--- src/rtl/sroute_pkg.sv ---
// Shared types and widths for the source-routed switch ingress path.
package sroute_pkg;

  localparam int PORT_W = 5;
  localparam int BYTE_W = 8;

  typedef enum logic [1:0] {
    IDLE,
    BODY,
    DISCARD
  } in_state_t;

  typedef enum logic {
    OIDLE,
    SEND
  } out_state_t;

  // One buffered payload byte with its packet boundary flags.
  typedef struct packed {
    logic              first;
    logic              last;
    logic [BYTE_W-1:0] data;
  } entry_t;

endpackage

--- src/rtl/ingress_port_if.sv ---
// Link-side input and arbiter-side output handshake of one ingress port.
interface ingress_port_if;
  import sroute_pkg::*;

  // upstream link
  logic              pushin;
  logic              firstin;
  logic              lastin;
  logic [BYTE_W-1:0] datain;
  logic              stopout;

  // arbiter / memory controller
  logic              req;
  logic [PORT_W-1:0] dest;
  logic              grant;
  logic              stop;
  logic              pushout;
  logic              firstout;
  logic              lastout;
  logic [BYTE_W-1:0] dataout;

  // Port side: receives bytes, presents committed packets.
  modport slave (
    input  pushin, firstin, lastin, datain, grant, stop,
    output stopout, req, dest, pushout, firstout, lastout, dataout
  );

  // Environment side: the link and the arbiter.
  modport master (
    output pushin, firstin, lastin, datain, grant, stop,
    input  stopout, req, dest, pushout, firstout, lastout, dataout
  );

endinterface

--- src/rtl/ingress_port_pkt_fifo.sv ---
// Circular buffer with a tentative write pointer: writes become visible to
// the reader only after commit, and rollback discards uncommitted writes.
module pkt_fifo #(
  parameter int W     = 10,
  parameter int DEPTH = 64
) (
  input  logic                     clk,
  input  logic                     reset,
  input  logic                     wr_en,
  input  logic [W-1:0]             wr_data,
  input  logic                     commit,
  input  logic                     rollback,
  input  logic                     rd_en,
  output logic [W-1:0]             rd_data,
  output logic                     full,
  output logic                     empty,
  output logic [$clog2(DEPTH):0]   used
);

  localparam int AW = $clog2(DEPTH);
  localparam logic [AW:0] ONE = {{AW{1'b0}}, 1'b1};

  logic [W-1:0] mem [DEPTH];
  logic [AW:0]  wr_ptr, wr_commit, rd_ptr;
  logic [AW:0]  wr_ptr_inc;

  assign wr_ptr_inc = wr_ptr + ONE;

  // Storage write; a rollback in the same cycle cancels the write.
  // NOTE: the storage array is deliberately not reset -- pointers define
  // validity, and resetting a RAM would prevent RAM inference.
  always_ff @(posedge clk) begin
    if (wr_en && !rollback) mem[wr_ptr[AW-1:0]] <= wr_data;
  end

  // Pointer registers; rollback returns the writer to the last commit point.
  // NOTE: sequential state uses non-blocking assignment so every register
  // samples pre-edge values regardless of statement order.
  always_ff @(posedge clk) begin
    if (!reset) begin
      wr_ptr    <= '0;
      wr_commit <= '0;
      rd_ptr    <= '0;
    end else begin
      if (rollback)   wr_ptr <= wr_commit;
      else if (wr_en) wr_ptr <= wr_ptr_inc;
      if (commit && !rollback) wr_commit <= wr_en ? wr_ptr_inc : wr_ptr;
      if (rd_en) rd_ptr <= rd_ptr + ONE;
    end
  end

  assign rd_data = mem[rd_ptr[AW-1:0]];
  assign used    = wr_ptr - rd_ptr;
  assign full    = (wr_ptr[AW] != rd_ptr[AW]) && (wr_ptr[AW-1:0] == rd_ptr[AW-1:0]);
  // The reader only ever sees committed data.
  assign empty   = (wr_commit == rd_ptr);

endmodule

--- src/rtl/ingress_port.sv ---
// Ingress stage: strips the route byte, buffers the payload store-and-forward,
// drops malformed/overflowing packets and streams committed packets out.
module ingress_port
  import sroute_pkg::*;
#(
  parameter int DEPTH   = 64,
  parameter int HDEPTH  = 8,
  parameter int STOP_TH = 4
) (
  input  logic                clk,
  input  logic                reset,
  input  logic                enabled,
  ingress_port_if.slave       bus,
  output logic [7:0]          drop_count
);

  localparam int PAW = $clog2(DEPTH);
  localparam int HAW = $clog2(HDEPTH);
  localparam logic [PAW:0] STOP_LVL = (PAW+1)'(DEPTH - STOP_TH);

  in_state_t         in_state, in_nxt;
  out_state_t        out_state, out_nxt;
  logic [PORT_W-1:0] dest_in, hd_head;
  logic              first_pend;
  logic              accept;
  logic              pay_wr, pay_commit, pay_rollback, pay_rd, pay_full, pay_empty;
  logic [PAW:0]      pay_used;
  entry_t            wr_entry, pay_head;
  logic              hd_wr, hd_pop, hd_full, hd_empty;
  logic [HAW:0]      pkt_count;
  logic              drop_inc, latch_dest;
  logic              req_int, grant_ok, send, last_sent;
  logic              out_push, out_first, out_last, stop_r;
  logic [BYTE_W-1:0] out_data;

  assign accept   = bus.pushin && enabled;
  assign wr_entry = '{first: first_pend, last: bus.lastin, data: bus.datain};

  pkt_fifo #(.W($bits(entry_t)), .DEPTH(DEPTH)) u_payload (
    .clk, .reset,
    .wr_en(pay_wr), .wr_data(wr_entry), .commit(pay_commit), .rollback(pay_rollback),
    .rd_en(pay_rd), .rd_data(pay_head), .full(pay_full), .empty(pay_empty), .used(pay_used)
  );

  // Destination queue: every write is a whole packet, so commit follows write
  // and its occupancy is the committed packet count.
  pkt_fifo #(.W(PORT_W), .DEPTH(HDEPTH)) u_dest (
    .clk, .reset,
    .wr_en(hd_wr), .wr_data(dest_in), .commit(hd_wr), .rollback(1'b0),
    .rd_en(hd_pop), .rd_data(hd_head), .full(hd_full), .empty(hd_empty), .used(pkt_count)
  );

  // Input FSM decode: parse route byte, buffer payload, commit or roll back.
  // NOTE: every output of this block gets a default first, so no path can
  // leave a signal unassigned and infer a latch.
  always_comb begin
    in_nxt       = in_state;
    pay_wr       = 1'b0;
    pay_commit   = 1'b0;
    pay_rollback = 1'b0;
    hd_wr        = 1'b0;
    drop_inc     = 1'b0;
    latch_dest   = 1'b0;
    case (in_state)
      IDLE, DISCARD: begin
        if (accept) begin
          if (bus.firstin) begin
            if (bus.lastin) begin
              drop_inc = 1'b1;              // route byte with no payload
              in_nxt   = IDLE;
            end else begin
              latch_dest = 1'b1;
              in_nxt     = BODY;
            end
          end else if (in_state == IDLE) begin
            drop_inc = 1'b1;                // stray byte outside a packet
          end else if (bus.lastin) begin
            in_nxt = IDLE;                  // end of the discarded packet
          end
        end
      end
      BODY: begin
        if (!enabled) begin
          pay_rollback = 1'b1;
          drop_inc     = 1'b1;
          in_nxt       = IDLE;
        end else if (bus.pushin) begin
          if (bus.firstin) begin
            // Truncated packet: the new byte is the next packet's route byte.
            pay_rollback = 1'b1;
            drop_inc     = 1'b1;
            if (bus.lastin) in_nxt = IDLE;
            else            latch_dest = 1'b1;
          end else if (pay_full || (bus.lastin && hd_full)) begin
            pay_rollback = 1'b1;
            drop_inc     = 1'b1;
            in_nxt       = bus.lastin ? IDLE : DISCARD;
          end else begin
            pay_wr = 1'b1;
            if (bus.lastin) begin
              pay_commit = 1'b1;
              hd_wr      = 1'b1;
              in_nxt     = IDLE;
            end
          end
        end
      end
      default: in_nxt = IDLE;
    endcase
  end

  // Input FSM state, route latch, drop counter and registered backpressure.
  always_ff @(posedge clk) begin
    if (!reset) begin
      in_state   <= IDLE;
      dest_in    <= '0;
      first_pend <= 1'b0;
      drop_count <= '0;
      stop_r     <= 1'b0;
    end else begin
      in_state <= in_nxt;
      if (latch_dest) begin
        dest_in    <= bus.datain[PORT_W-1:0];
        first_pend <= 1'b1;
      end else if (pay_wr) begin
        first_pend <= 1'b0;
      end
      if (drop_inc && drop_count != 8'hFF) drop_count <= drop_count + 8'd1;
      stop_r <= (pay_used >= STOP_LVL);
    end
  end

  // Output FSM decode. req is held low in the cycle that shows lastout so a
  // following packet is requested one cycle later.
  always_comb begin
    req_int   = (out_state == OIDLE) && (pkt_count != '0) && !(out_push && out_last);
    grant_ok  = req_int && bus.grant;
    send      = !bus.stop && !pay_empty && (grant_ok || out_state == SEND);
    last_sent = send && pay_head.last;
    pay_rd    = send;
    hd_pop    = last_sent && !hd_empty;
    out_nxt   = out_state;
    case (out_state)
      OIDLE:   if (grant_ok) out_nxt = last_sent ? OIDLE : SEND;
      SEND:    if (last_sent) out_nxt = OIDLE;
      default: out_nxt = OIDLE;
    endcase
  end

  // Output FSM state and registered output byte; a stall holds the data.
  always_ff @(posedge clk) begin
    if (!reset) begin
      out_state <= OIDLE;
      out_push  <= 1'b0;
      out_first <= 1'b0;
      out_last  <= 1'b0;
      out_data  <= '0;
    end else begin
      out_state <= out_nxt;
      out_push  <= send;
      if (send) begin
        out_first <= pay_head.first;
        out_last  <= pay_head.last;
        out_data  <= pay_head.data;
      end
    end
  end

  assign bus.stopout  = stop_r;
  assign bus.req      = req_int;
  assign bus.dest     = req_int ? hd_head : '0;
  assign bus.pushout  = out_push;
  assign bus.firstout = out_first;
  assign bus.lastout  = out_last;
  assign bus.dataout  = out_data;

endmodule

--- src/flat_wrapper.sv ---
// flat-port wrapper written by rule: the top's interface ports become plain ports
module ingress_port_flat import sroute_pkg::*;
#(
  parameter int DEPTH   = 64,
  parameter int HDEPTH  = 8,
  parameter int STOP_TH = 4
)
  (clk, reset, enabled, drop_count, bus_pushin, bus_firstin, bus_lastin, bus_datain, bus_grant, bus_stop, bus_stopout, bus_req, bus_dest, bus_pushout, bus_firstout, bus_lastout, bus_dataout);
  ingress_port_if bus_i ();
  input  logic clk;
  input  logic reset;
  input  logic enabled;
  output logic [7:0] drop_count;
  input wire logic [$bits(bus_i.pushin)-1:0] bus_pushin;
  input wire logic [$bits(bus_i.firstin)-1:0] bus_firstin;
  input wire logic [$bits(bus_i.lastin)-1:0] bus_lastin;
  input wire logic [$bits(bus_i.datain)-1:0] bus_datain;
  input wire logic [$bits(bus_i.grant)-1:0] bus_grant;
  input wire logic [$bits(bus_i.stop)-1:0] bus_stop;
  output wire logic [$bits(bus_i.stopout)-1:0] bus_stopout;
  output wire logic [$bits(bus_i.req)-1:0] bus_req;
  output wire logic [$bits(bus_i.dest)-1:0] bus_dest;
  output wire logic [$bits(bus_i.pushout)-1:0] bus_pushout;
  output wire logic [$bits(bus_i.firstout)-1:0] bus_firstout;
  output wire logic [$bits(bus_i.lastout)-1:0] bus_lastout;
  output wire logic [$bits(bus_i.dataout)-1:0] bus_dataout;
  assign bus_i.pushin = bus_pushin;
  assign bus_i.firstin = bus_firstin;
  assign bus_i.lastin = bus_lastin;
  assign bus_i.datain = bus_datain;
  assign bus_i.grant = bus_grant;
  assign bus_i.stop = bus_stop;
  assign bus_stopout = bus_i.stopout;
  assign bus_req = bus_i.req;
  assign bus_dest = bus_i.dest;
  assign bus_pushout = bus_i.pushout;
  assign bus_firstout = bus_i.firstout;
  assign bus_lastout = bus_i.lastout;
  assign bus_dataout = bus_i.dataout;
  ingress_port #(.DEPTH(DEPTH), .HDEPTH(HDEPTH), .STOP_TH(STOP_TH)) u_core (.clk(clk), .reset(reset), .enabled(enabled), .bus(bus_i), .drop_count(drop_count));
endmodule
--- config.mk ---
export PLATFORM = sky130hd
export DESIGN_NAME = ingress_port_flat
export DESIGN_NICKNAME = d
export VERILOG_FILES = /design/src/rtl/sroute_pkg.sv /design/src/rtl/ingress_port_if.sv /design/src/rtl/ingress_port_pkt_fifo.sv /design/src/rtl/ingress_port.sv /design/src/flat_wrapper.sv
export SDC_FILE = /design/constraint.sdc
export NUM_CORES = 1
export LEC_CHECK = 0
export ABC_AREA = 1
export BUFFER_PORTS_ARGS = -buffer_cell sky130_fd_sc_hd__buf_4
export CAP_MARGIN = 0
export CORE_AREA = 2 2 306 308
export CTS_BUF_LIST = sky130_fd_sc_hd__clkbuf_8
export DETAILED_ROUTE_END_ITERATION = 12
export DIE_AREA = 0 0 308 310
export GPL_ROUTABILITY_DRIVEN = 0
export PLACE_DENSITY = 0.43
export SYNTH_ARGS = -nofsm -noshare
export SYNTH_HDL_FRONTEND = slang
export SYNTH_SLANG_ARGS = --single-unit
export TNS_END_PERCENT = 20
--- constraint.sdc ---
create_clock -name clk -period 4.2 [get_ports clk]
set_input_delay 0.42 -clock clk [delete_from_list [all_inputs] [get_ports clk]]
set_output_delay 0.42 -clock clk [all_outputs]
set_load 0.01 [all_outputs]
==> results of run 1 <==
==> flip-flops by register name (all words and copies together), names as in the netlist, 4 cells and up, named ones only <==
register / cells
u_core.u_payload.mem: 640
u_core.u_dest.mem: 40
u_core.bus.dataout: 8
u_core.drop_count: 8
u_core.u_payload.wr_commit: 7
u_core.u_payload.wr_ptr: 7
u_core.u_dest.wr_commit: 4
u_core.dest_in: 5
u_core.u_payload.rd_ptr: 7
u_core.u_dest.rd_ptr: 4
==> what timing repair did <==
item | CTS | global route
hold endpoints to repair | 28 | 0
setup buffers | 0 | 0
hold buffers | 6 | 0
==> per-layer routing <==
layer / GRT usage, % / up-vias / wire [microns]
li1: - / 9341 / -
met1: 25.3 / 10200 / 40700
met2: 31.7 / 595 / 44000
met3: 4.23 / 152 / 5090
met4: 6.08 / 0 / 2240
met5: 0 / - / 0
==> stage by stage <==
| step | setup WS, ns | total power, W | utilization (%) |
|---|---|---|---|
| 3_5_place_dp | 0.905 | 0.00848 | 34.8 |
| 4_1_cts | 0.849 | 0.0145 | 37.3 |
| 6_report | 0.886 | 0.0143 | 37.3 |
| 2_1_floorplan | 1.56 | 0.00831 | - |
| 3_3_place_gp | 0.962 | 0.00848 | 34.8 |
| 5_1_grt | 0.505 | 0.0148 | 37.3 |
==> synthesized netlist by cell type (all sizes together) (2+ instances only) <==
library cell / instances / share of area (%)
edfxtp: 680 / 67
nor3: 14 / 0.23
nand2: 261 / 3.3
ha: 14 / 0.58
xor2: 10 / 0.29
a32oi: 5 / 0.14
fa: 2 / 0.13
a32o: 5 / 0.17
and3: 2 / 0.041
nor2: 424 / 5.3
buf: 68 / 1.6
o22ai: 16 / 0.33
or2: 2 / 0.041
a21oi: 52 / 0.90
xnor2: 9 / 0.26
o211ai: 9 / 0.22
clkinv: 2 / 0.025
nand3: 214 / 3.6
o221ai: 120 / 3.5
inv: 69 / 0.86
nand4: 8 / 0.17
o21ai: 319 / 5.3
dfxtp: 67 / 4.4
clkbuf: 88 / 1.1
==> worst reg2reg max path, cell delays in order (launching register included) <==
cell     delay, ns
dfxtp_1       0.44
inv_1         0.12
ha_1          0.36
nand2_1       0.10
nor3_1        0.06
nand2_1       0.09
nand2_1       0.08
nor2_1        0.12
nand2_2       0.16
nor2_1        0.25
nand3_1       0.23
nor2_1        0.88
==> final cells by class <==
cell class	instances	area (sq um)
Clock inverter	91	405
Inverter	71	277
Clock buffer	136	1870
Antenna cell	3	7.51
Sequential cell	747	21800
Fill cell	9046	58000
Timing Repair Buffer	147	1220
Tap cell	1197	1500
Multi-Input combinational cell	1497	7470
==> power groups by stage <==
| stage | Combinational [W] | Sequential [W] | Clock (W) |
|---|---|---|---|
| 3_5_place_dp | 0.000211 | 0.00827 | 0 |
| 6_report | 0.000211 | 0.00811 | 0.00602 |
| 2_1_floorplan | 0.0000409 | 0.00827 | 0 |
| 4_1_cts | 0.000214 | 0.00811 | 0.00621 |
| 3_3_place_gp | 0.000209 | 0.00827 | 0 |
| 5_1_grt | 0.000227 | 0.00811 | 0.00651 |
==> worst max-delay path by stage <==
stage / start / endpoint / slack (ns) / cells past startpoint
floorplan: u_core.u_payload.rd_ptr[2]$_SDFFE_PN0N_ / u_core.u_payload.mem[7][0]$_DFFE_PP_ / 1.56 / 11
global placement: u_core.u_payload.rd_ptr[2]$_SDFFE_PN0N_ / u_core.u_payload.mem[46][3]$_DFFE_PP_ / 0.96 / 12
detailed placement: u_core.u_payload.rd_ptr[2]$_SDFFE_PN0N_ / u_core.u_payload.mem[14][1]$_DFFE_PP_ / 0.91 / 11
CTS: u_core.u_payload.rd_ptr[2]$_SDFFE_PN0N_ / u_core.u_payload.mem[14][9]$_DFFE_PP_ / 0.85 / 11
global route: u_core.u_payload.rd_ptr[2]$_SDFFE_PN0N_ / u_core.u_payload.mem[14][9]$_DFFE_PP_ / 0.51 / 11
finish: u_core.u_payload.rd_ptr[2]$_SDFFE_PN0N_ / u_core.u_payload.mem[14][9]$_DFFE_PP_ / 0.89 / 11
==> cells by family after synthesis <==
family                     count (synthesis)  share of synthesized area [%]
AOI/OAI and AO/OA                        532                           10.7
xor gates and xnor gates                  19                          0.549
adders and majority gates                 16                          0.711
buffers and inverters                    227                           3.52
DFF                                      747                           71.8
and+or+nand+nor                          930                           12.7
==> metrics.md, run 1 <==
| Metric | Value |
|---|---|
| Post-route ant nets | 0 |
| Worst skew pair latency | 0.79 ns |
| Growth of design area from synthesis to finish | 14.0% |
| Critical Path Slowest Stage Cell | nor2_1 |
| Worst clock skew | 0.0411 ns |
| Final net count | 2627 |
| Global routing usage summed across all routing layers | 19.3% |
| Launch instance of the worst register-to-register path | u_core.u_payload.rd_ptr[2]$_SDFFE_PN0N_ |
| Max-cap viol count | 0 |
| CP endpoint kind | register |
| Design Area, Final | 34500 sq um |
| Detailed placer's ending HPWL | 53600 microns |
| Family of cells with the greatest summed delay on the critical path | simple AND/OR/NAND/NOR gates |
| Post-synthesis cell area | 30300 sq um |
| Most common library cell in the layout ignoring fill and taps | edfxtp_1 |
| Total count of hold-check failures in the final report | 0 |
| Fraction of power spent switching nets | 22.4% |
| Placed inst area | 32200 sq um |
| TritonCTS Sinks | 747 |
| Synthesized net count | 2503 |
| Via count | 20.3k |
| Synth Warn # | 0 |
| Count of instances resized after the clock tree is built | 0 |
| Clock tree from TritonCTS | yes |
| Combinational group share of total power | 1.5% |
| Port Buffer Count | 41 |
| Setup slack on the worst flop-to-flop path | 0.89 ns |
| Number of placed cells counting well taps | 3653 |
| Required time at the worst-slack endpoint | 4.56 ns |
| Total power density per cell area | 416 nW/um^2 |
| Portion of the post-synthesis area used by sequential elements | 71.8% |
| CTS max path bufs | 3 |
| Fraction of layout instances using a drive strength above 1 | 11.9% |
| Total net switching power | 0.00321 W |
| Count of distinct cell types in the synthesized netlist | 45 |
| Number of flops mapped to enable cells by yosys | 680 |
| Overflow left after global routing | 0 |
| Count of routing violations after the opening detailed-route iteration | 1878 |
| Clock transition at path regs | 0.06 ns |
| Worst reg2reg path depth | 11 |
| Total Wirelength | 92100 microns |
| Final critical-path required period | 3.31 ns |
| Final Non-Filler Cells | 3889 |
| Worst hold path stage count | 5 |
| Combined buffer and inverter count along the critical path | 1 |
| TritonCTS Buffers | 131 |
| Largest driver fanout on the critical path | 10 |
| Area inside the core boundary | 92500 sq um |
| Worst Hold Margin | 0.114 ns |
| Clock Root Buffer | clkbuf_8 |
| Peak per-stage delay on the critical path | 0.88 ns |
| Worst Setup Path Type | reg2reg |
| CTS HTree Levels | 4 |
| Class of the tightest hold or removal check | in2reg |
| Most frequent cells in the layout | edfxtp_1 (680), nor2_1 (422), o21ai_0 (318) |
| Slew of the pin with the lowest slew margin | 1.11 ns |
| Seq pwr share | 56.6% |
| Clock power frac | 42.0% |
| Rows | 112 |
| Pin count of the biggest net entering global routing | 153 |
| 1st-pass router iterations | 5 |
| Internal power summed over all cells | 0.0111 W |
| Gate count of the mapped netlist | 2471 |
| Die W | 308 microns |
| Worst hold path endpoint | u_core.u_payload.wr_ptr[0]$_SDFF_PN0_ |
| Ordered list of cells on the worst path | inv_1, ha_1, nand2_1, nor3_1, nand2_1, nand2_1, nor2_1, nand2_2, nor2_1, nand3_1, nor2_1 |
| Setup repair after global routing missed its margin | false |
| Most frequently used flop master after synthesis | edfxtp_1 |
| Post-synthesis async set-or-reset flop share | 0% |
| Global-route wire length before repair | 135000 microns |
| Routed wire length per instance | 23.7 microns |
| Number of vias per cell after detailed routing | 5.21 |
| Peak Freq | 0.302 GHz |
| Status | finished clean |
| Setup violation total in the final timing report | 0 |
| Full die area | 95500 sq um |
| Final number of max-transition violations | 0 |
| Leakage dissipation | 11.8 nW |
| Die Y | 310 microns |
| HP Start | bus_pushin |
| Maximum ir drop on the vdd rail | 0.224 mV |
| Final worst path period share | 78.9% |
| Max-slew headroom at the worst pin | 25.8% |
| Initial standard-cell utilization of the core | 32.7% |
| Number of global-route vias before repair | 20.5k |
| Arr. time, crit path | 3.68 ns |
| Setup TNS | 0 ns |
| Antenna violations before repair | 2 |
| Count of unresolved DRC violations after routing | 0 |
| Mean instance size in the synthesized netlist | 12.3 sq um |
| Total I/O pin count | 42 |
| Worst flop-to-flop path endpoint | u_core.u_payload.mem[14][9]$_DFFE_PP_ |
| CP startpoint kind | register |
| Count of state elements after synthesis | 747 |
No activity file was read; power rests on OpenSTA's default activity.
==> run 2: changes to the inputs <==
--- a/config.mk
+++ b/config.mk
@@ -13,7 +13,7 @@
 export DETAILED_ROUTE_END_ITERATION = 12
 export DIE_AREA = 0 0 308 310
 export GPL_ROUTABILITY_DRIVEN = 0
-export PLACE_DENSITY = 0.43
+export PLACE_DENSITY = 0.45
 export SYNTH_ARGS = -nofsm -noshare
 export SYNTH_HDL_FRONTEND = slang
 export SYNTH_SLANG_ARGS = --single-unit
==> constraint.sdc (replaced) <==
create_clock -name clk -period 3 [get_ports clk]
set_input_delay 0.3 -clock clk [delete_from_list [all_inputs] [get_ports clk]]
set_output_delay 0.3 -clock clk [all_outputs]
set_load 0.01 [all_outputs]
==> metrics.md, run 2 (synthesis gave the netlist of run 1 again) <==
| Metric | Value |
|---|---|
| Worst reg2reg path depth | 13 (was 11) |
| Initial standard-cell utilization of the core | 32.7% (unchanged) |
| Total count of hold-check failures in the final report | 0 (unchanged) |
| Placed inst area | 32700 sq um (was 32200 sq um) |
| Ordered list of cells on the worst path | inv_1, ha_1, and3_1, nand3_1, nand2_1, nor2_1, nand2_2, inv_1, nand2_1, inv_1, nand3_1, buf_4, nor2_1 (was inv_1, ha_1, nand2_1, nor3_1, nand2_1, nand2_1, nor2_1, nand2_2, nor2_1, nand3_1, nor2_1) |
| Launch instance of the worst register-to-register path | u_core.u_dest.rd_ptr[1]$_SDFFE_PN0P_ (was u_core.u_payload.rd_ptr[2]$_SDFFE_PN0N_) |
| Setup slack on the worst flop-to-flop path | 0.11 ns (was 0.89 ns) |
| Worst Setup Path Type | reg2reg (unchanged) |
| Final number of max-transition violations | 0 (unchanged) |
| Most frequent cells in the layout | edfxtp_1 (680), nor2_1 (401), o21ai_0 (318) (was edfxtp_1 (680), nor2_1 (422), o21ai_0 (318)) |
| Critical Path Slowest Stage Cell | nor2_1 (unchanged) |
| Final net count | 2677 (was 2627) |
| CTS HTree Levels | 4 (unchanged) |
| Number of global-route vias before repair | 21.2k (was 20.5k) |
| Global routing usage summed across all routing layers | 20.2% (was 19.3%) |
| Antenna violations before repair | 2 (unchanged) |
| Internal power summed over all cells | 0.0159 W (was 0.0111 W) |
| Number of vias per cell after detailed routing | 5.27 (was 5.21) |
| Maximum ir drop on the vdd rail | 0.379 mV (was 0.224 mV) |
| Area inside the core boundary | 92500 sq um (unchanged) |
| Via count | 20.8k (was 20.3k) |
| 1st-pass router iterations | 5 (unchanged) |
| Status | finished clean (unchanged) |
| Max-cap viol count | 0 (unchanged) |
| Fill cells | 9003 (was 9046) |
| Growth of design area from synthesis to finish | 16.4% (was 14.0%) |
| Worst hold path stage count | 1 (was 5) |
| Total power density per cell area | 578 nW/um^2 (was 416 nW/um^2) |
| Clock transition at path regs | 0.06 ns (about the same) |
| Slew of the pin with the lowest slew margin | 0.845 ns (was 1.11 ns) |
| Pin count of the biggest net entering global routing | 92 (was 153) |
| Worst clock skew | 0.0243 ns (was 0.0411 ns) |
| TritonCTS Buffers | 130 (was 131) |
| Worst hold path endpoint | u_core.u_payload.mem[23][5]$_DFFE_PP_ (was u_core.u_payload.wr_ptr[0]$_SDFF_PN0_) |
| Routed wire length per instance | 24.5 microns (was 23.7 microns) |
| Most common library cell in the layout ignoring fill and taps | edfxtp_1 (unchanged) |
| Detailed placer's ending HPWL | 60100 microns (was 53600 microns) |
| Global-route wire length before repair | 141000 microns (was 135000 microns) |
| Count of routing violations after the opening detailed-route iteration | 2099 (was 1878) |
| CP dominant cell by count | inv_1 |
| TritonCTS Sinks | 747 (unchanged) |
| Total power | 0.0204 W (was 0.0143 W) |
| Die W | 308 microns (unchanged) |
| Final worst path period share | 96.3% (was 78.9%) |
| Worst-case setup margin in the final layout | 0.110 ns (was 0.886 ns) |
| Total net switching power | 0.00452 W (was 0.00321 W) |
| Peak per-stage delay on the critical path | 0.65 ns (was 0.88 ns) |
| CTS max path bufs | 3 (unchanged) |
| Flip-flop count of the largest register after layout | 640 (unchanged) |
| Combined buffer and inverter count along the critical path | 4 (was 1) |
| CP endpoint kind | register (unchanged) |
| Fraction of power spent switching nets | 22.2% (was 22.4%) |
| Arr. time, crit path | 3.27 ns (was 3.68 ns) |
| Die Y | 310 microns (unchanged) |
| Post-route ant nets | 0 (unchanged) |
| Rows | 112 (unchanged) |
| Largest driver fanout on the critical path | 10 (unchanged) |
| Final critical-path required period | 2.89 ns (was 3.31 ns) |
| CP startpoint kind | register (unchanged) |
| Family of cells with the greatest summed delay on the critical path | simple AND/OR/NAND/NOR gates (unchanged) |
| Setup repair after global routing missed its margin | true (was false) |
| Clock tree from TritonCTS | yes (unchanged) |
| Fraction of layout instances using a drive strength above 1 | 14.7% (was 11.9%) |
| Full die area | 95500 sq um (unchanged) |
| Design Area, Final | 35300 sq um (was 34500 sq um) |
| Max-slew headroom at the worst pin | 43.4% (was 25.8%) |
| Post-Place Setup Slack | -0.0854 ns (was 0.905 ns) |
| Leakage dissipation | 12.0 nW (was 11.8 nW) |
| Logic depth of the worst setup path including buffers | 13 (was 11) |
| Port Buffer Count | 41 (unchanged) |
| Count of unresolved DRC violations after routing | 0 (unchanged) |
| Final core area utilization | 38.1% (was 37.3%) |
| Worst Hold Margin | 0.0629 ns (was 0.114 ns) |
| Setup violation total in the final timing report | 0 (unchanged) |
| Worst flop-to-flop path endpoint | u_core.u_payload.mem[41][2]$_DFFE_PP_ (was u_core.u_payload.mem[14][9]$_DFFE_PP_) |
| Clock power frac | 42.5% (was 42.0%) |
| Clock Root Buffer | clkbuf_8 (unchanged) |
| Overflow left after global routing | 0 (unchanged) |
| Seq pwr share | 55.7% (was 56.6%) |
| Required time at the worst-slack endpoint | 3.38 ns (was 4.56 ns) |
| HP Start | bus_datain[5] (was bus_pushin) |
| Worst skew pair latency | 0.76 ns (was 0.79 ns) |
| Total I/O pin count | 42 (unchanged) |
| Combinational group share of total power | 1.8% (was 1.5%) |
| Peak Freq | 0.346 GHz (was 0.302 GHz) |
| Class of the tightest hold or removal check | in2reg (unchanged) |
| Total Wirelength | 96500 microns (was 92100 microns) |
## run 2: cell types whose count changed in the layout (fill, tap and decap cells not counted), sizes merged
cell / delta
buf: +49
clkinv: +15
clkinvlp: -2
inv: -16
bufinv: +3
dlygate4sd3: +2
clkbuf: -1
## run 2: repair_timing
| action | in CTS | in global routing |
|---|---|---|
| pin swaps | 0 | 2 |
| setup endpoints to repair | 42 | 251 |
| resized for setup | 8 | 36 |
| endpoints found under the hold margin | 55 | 0 |
| hold buffers | 8 | 0 |
| setup buffers | 0 | 0 |
## run 2: per-layer routing
layer | vias to the layer above | GRT usage (%) | share of wire [%]
met5 | - | 0 | 0.013
met4 | 2 | 7.84 | 3.1
met3 | 161 | 3.68 | 6.1
met2 | 777 | 33.5 | 48
met1 | 10400 | 26.4 | 43
li1 | 9454 | - | -
## run 2: power by group through the flow
stage / Sequential (W) / Combinational [W] / Clock, W
after floorplan: 0.0116 / 0.0000572 / 0
after global placement: 0.0116 / 0.000374 / 0
after detailed placement: 0.0116 / 0.000373 / 0
after CTS: 0.0114 / 0.000378 / 0.00889
after global routing: 0.0113 / 0.000397 / 0.00933
final: 0.0114 / 0.000372 / 0.00865
## run 2: worst max-delay path by stage
stage                                             from                                    end  slack [ns]
3_5_place_dp   u_core.u_payload.rd_ptr[3]$_SDFFE_PN0N_  u_core.u_payload.mem[21][7]$_DFFE_PP_       -0.09
6_report          u_core.u_dest.rd_ptr[1]$_SDFFE_PN0P_  u_core.u_payload.mem[41][2]$_DFFE_PP_        0.11
3_3_place_gp   u_core.u_payload.rd_ptr[3]$_SDFFE_PN0N_  u_core.u_payload.mem[21][2]$_DFFE_PP_       -0.10
4_1_cts        u_core.u_dest.wr_commit[1]$_SDFFE_PN0P_                            bus_dest[4]       -0.01
2_1_floorplan  u_core.u_payload.rd_ptr[2]$_SDFFE_PN0N_   u_core.u_payload.mem[7][0]$_DFFE_PP_        0.36
5_1_grt           u_core.u_dest.rd_ptr[2]$_SDFFE_PN0P_  u_core.u_payload.mem[41][2]$_DFFE_PP_       -0.18
## run 2: cell type report
cell class / count / area (sq um) / area share, %
repair buffers: 198 / 1760 / 4.99
inverters: 71 / 279 / 0.791
clock inverters: 91 / 493 / 1.40
flip-flops and latches: 747 / 21800 / 61.8
diodes: 3 / 7.51 / 0.0213
clock buffers: 135 / 1860 / 5.27
well taps: 1197 / 1500 / 4.25
multi-input cells: 1497 / 7590 / 21.5
## run 2: stage by stage
stage / setup TNS (ns) / instances
final: 0 / 3939
after global routing: -6.30 / 3938
after CTS: -0.0140 / 3936
after detailed placement: -0.964 / 3702
after global placement: -1.35 / 3702
after floorplan: 0 / 2471
==> run 3: changes to the inputs <==
--- a/config.mk
+++ b/config.mk
@@ -14,6 +14,7 @@
 export DIE_AREA = 0 0 308 310
 export GPL_ROUTABILITY_DRIVEN = 0
 export PLACE_DENSITY = 0.45
+export RECOVER_POWER = 50
 export SYNTH_ARGS = -nofsm -noshare
 export SYNTH_HDL_FRONTEND = slang
 export SYNTH_SLANG_ARGS = --single-unit
==> metrics.md, run 3 (synthesis gave the netlist of run 1 again) <==
| Metric | Value |
|---|---|
| Antenna violations before repair | 2 (unchanged) |
| Max-slew headroom at the worst pin | -95.0% (was 43.4%) |
| Most common library cell in the layout ignoring fill and taps | edfxtp_1 (unchanged) |
| Slew of the pin with the lowest slew margin | 2.93 ns (was 0.845 ns) |
| Die Y | 310 microns (unchanged) |
| Arr. time, crit path | 3.62 ns (was 3.27 ns) |
| Final net count | 2677 (unchanged) |
| Detailed placer's ending HPWL | 60100 microns (unchanged) |
| Worst skew pair latency | 0.77 ns (was 0.76 ns) |
| Area inside the core boundary | 92500 sq um (unchanged) |
| Leakage dissipation | 11.9 nW (was 12.0 nW) |
| Port Buffer Count | 41 (unchanged) |
| Max-cap viol count | 9 (was 0) |
| Initial standard-cell utilization of the core | 32.7% (unchanged) |
| Design Area, Final | 35000 sq um (was 35300 sq um) |
| Most frequent cells in the layout | edfxtp_1 (680), nor2_1 (401), o21ai_0 (318) (unchanged) |
| Global-route wire length before repair | 141000 microns (unchanged) |
| Setup violation total in the final timing report | 0 (unchanged) |
| Number of buffers inserted by post-CTS setup repair | 0 (unchanged) |
| Overflow left after global routing | 0 (unchanged) |
| Clock transition at path regs | 0.06 ns (about the same) |
| Flip-flop count of the largest register after layout | 640 (unchanged) |
| TritonCTS Buffers | 130 (unchanged) |
| Final critical-path required period | 2.93 ns (was 2.89 ns) |
| Clock Root Buffer | clkbuf_8 (unchanged) |
| Global routing usage summed across all routing layers | 20.2% (unchanged) |
| Count of routing violations after the opening detailed-route iteration | 1933 (was 2099) |
| Rows | 112 (unchanged) |
| Total I/O pin count | 42 (unchanged) |
| Final number of max-transition violations | 344 (was 0) |
| Required time at the worst-slack endpoint | 3.69 ns (was 3.38 ns) |
| Placed inst area | 32700 sq um (unchanged) |
| Die W | 308 microns (unchanged) |
| CTS HTree Levels | 4 (unchanged) |
| Total Wirelength | 96500 microns (about the same) |
| 1st-pass router iterations | 5 (unchanged) |
| Number of global-route vias before repair | 21.2k (unchanged) |
| Largest driver fanout on the critical path | 37 (was 10) |
| Maximum ir drop on the vdd rail | 0.374 mV (was 0.379 mV) |
| Growth of design area from synthesis to finish | 15.6% (was 16.4%) |
| Final worst path period share | 97.7% (was 96.3%) |
| Via count | 20.8k (about the same) |
| CTS max path bufs | 3 (unchanged) |
| Number of placed cells counting well taps | 3702 (unchanged) |
| Total power | 0.0204 W (about the same) |
| Number of vias per cell after detailed routing | 5.28 (was 5.27) |
| Fraction of layout instances using a drive strength above 1 | 13.4% (was 14.7%) |
| Worst clock skew | 0.0235 ns (was 0.0243 ns) |
| CP endpoint kind | register (unchanged) |
| CP startpoint kind | input pin (was register) |
| Count of unresolved DRC violations after routing | 0 (unchanged) |
| Status | finished with violations (was finished clean) |
| Class of the tightest hold or removal check | in2reg (unchanged) |
| Final core area utilization | 37.9% (was 38.1%) |
| Routed wire length per instance | 24.5 microns (about the same) |
| Setup repair after global routing missed its margin | true (unchanged) |
| Worst hold path stage count | 6 (was 1) |
| Worst reg2reg path depth | 13 (unchanged) |
| Post-route ant nets | 0 (unchanged) |
| Peak Freq | 0.341 GHz (was 0.346 GHz) |
| TritonCTS Sinks | 747 (unchanged) |
| Worst Setup Path Type | in2reg (was reg2reg) |
| Violations in the final reports | capacitance limit, slew limit |
| Clock tree from TritonCTS | yes (unchanged) |
| Setup TNS | 0 ns (unchanged) |
| Total count of hold-check failures in the final report | 0 (unchanged) |
| Full die area | 95500 sq um (unchanged) |
| Pin count of the biggest net entering global routing | 92 (unchanged) |
| Final Non-Filler Cells | 3939 (unchanged) |
| Total power density per cell area | 581 nW/um^2 (was 578 nW/um^2) |
==> run 3: power breakdown <==
group / switching (W) / internal, W / total (W) / leakage [nW]
Sequential: 0.0000144 / 0.0113 / 0.0114 / 6.73
Clock: 0.00421 / 0.00444 / 0.00865 / 1.31
Combinational: 0.000297 / 0.0000466 / 0.000344 / 3.81
==> run 3: area by class of cell <==
cell class	count	area [sq um]
timing repair buffer	198	1510
clock inverter	91	493
multi-input combinational	1497	7590
tap	1197	1500
fill	9040	57500
sequential	747	21800
inverter	71	279
clock buffer	135	1860
antenna	3	7.51
==> run 3: stage by stage <==
step                      hold slack [ns]  setup slack, ns
after global routing               0.0930           -0.177
final                               0.101           0.0689
after floorplan                     0.399            0.356
after CTS                         0.00526          -0.0107
after detailed placement            0.489          -0.0854
after global placement              0.477           -0.103
==> run 3: final timing paths <==
path         slack, ns                                         end                                   from
max               0.07              u_core.dest_in[0]$_SDFFE_PN0P_                          bus_datain[0]
min               0.10                                    register                               bus_stop
max reg2reg       0.12       u_core.u_payload.mem[41][2]$_DFFE_PP_   u_core.u_dest.rd_ptr[1]$_SDFFE_PN0P_
min reg2reg       0.49  u_core.u_payload.wr_commit[0]$_SDFFE_PN0P_  u_core.u_payload.wr_ptr[0]$_SDFF_PN0_
==> run 3: what timing repair did <==
action,4_1_cts,5_1_grt
pin swaps,0,2
setup endpoints to repair,42,251
gates resized for setup,8,36
hold endpoints to repair,55,0
hold buffers,8,0
==> run 3: critical path, stage by stage <==
cell           delay [ns]
dlygate4sd3_1        0.52
clkbuf_1             1.34
buf_2                1.05
nand3_1              0.16
a21oi_1              0.19
==> run 3: per-layer routing <==
metal | routed length [microns] | vias up | track usage, %
met5 | 13 | - | 0
met4 | 2990 | 2 | 7.84
met3 | 5520 | 162 | 3.68
met2 | 46400 | 775 | 33.5
met1 | 41500 | 10400 | 26.4
li1 | - | 9454 | -
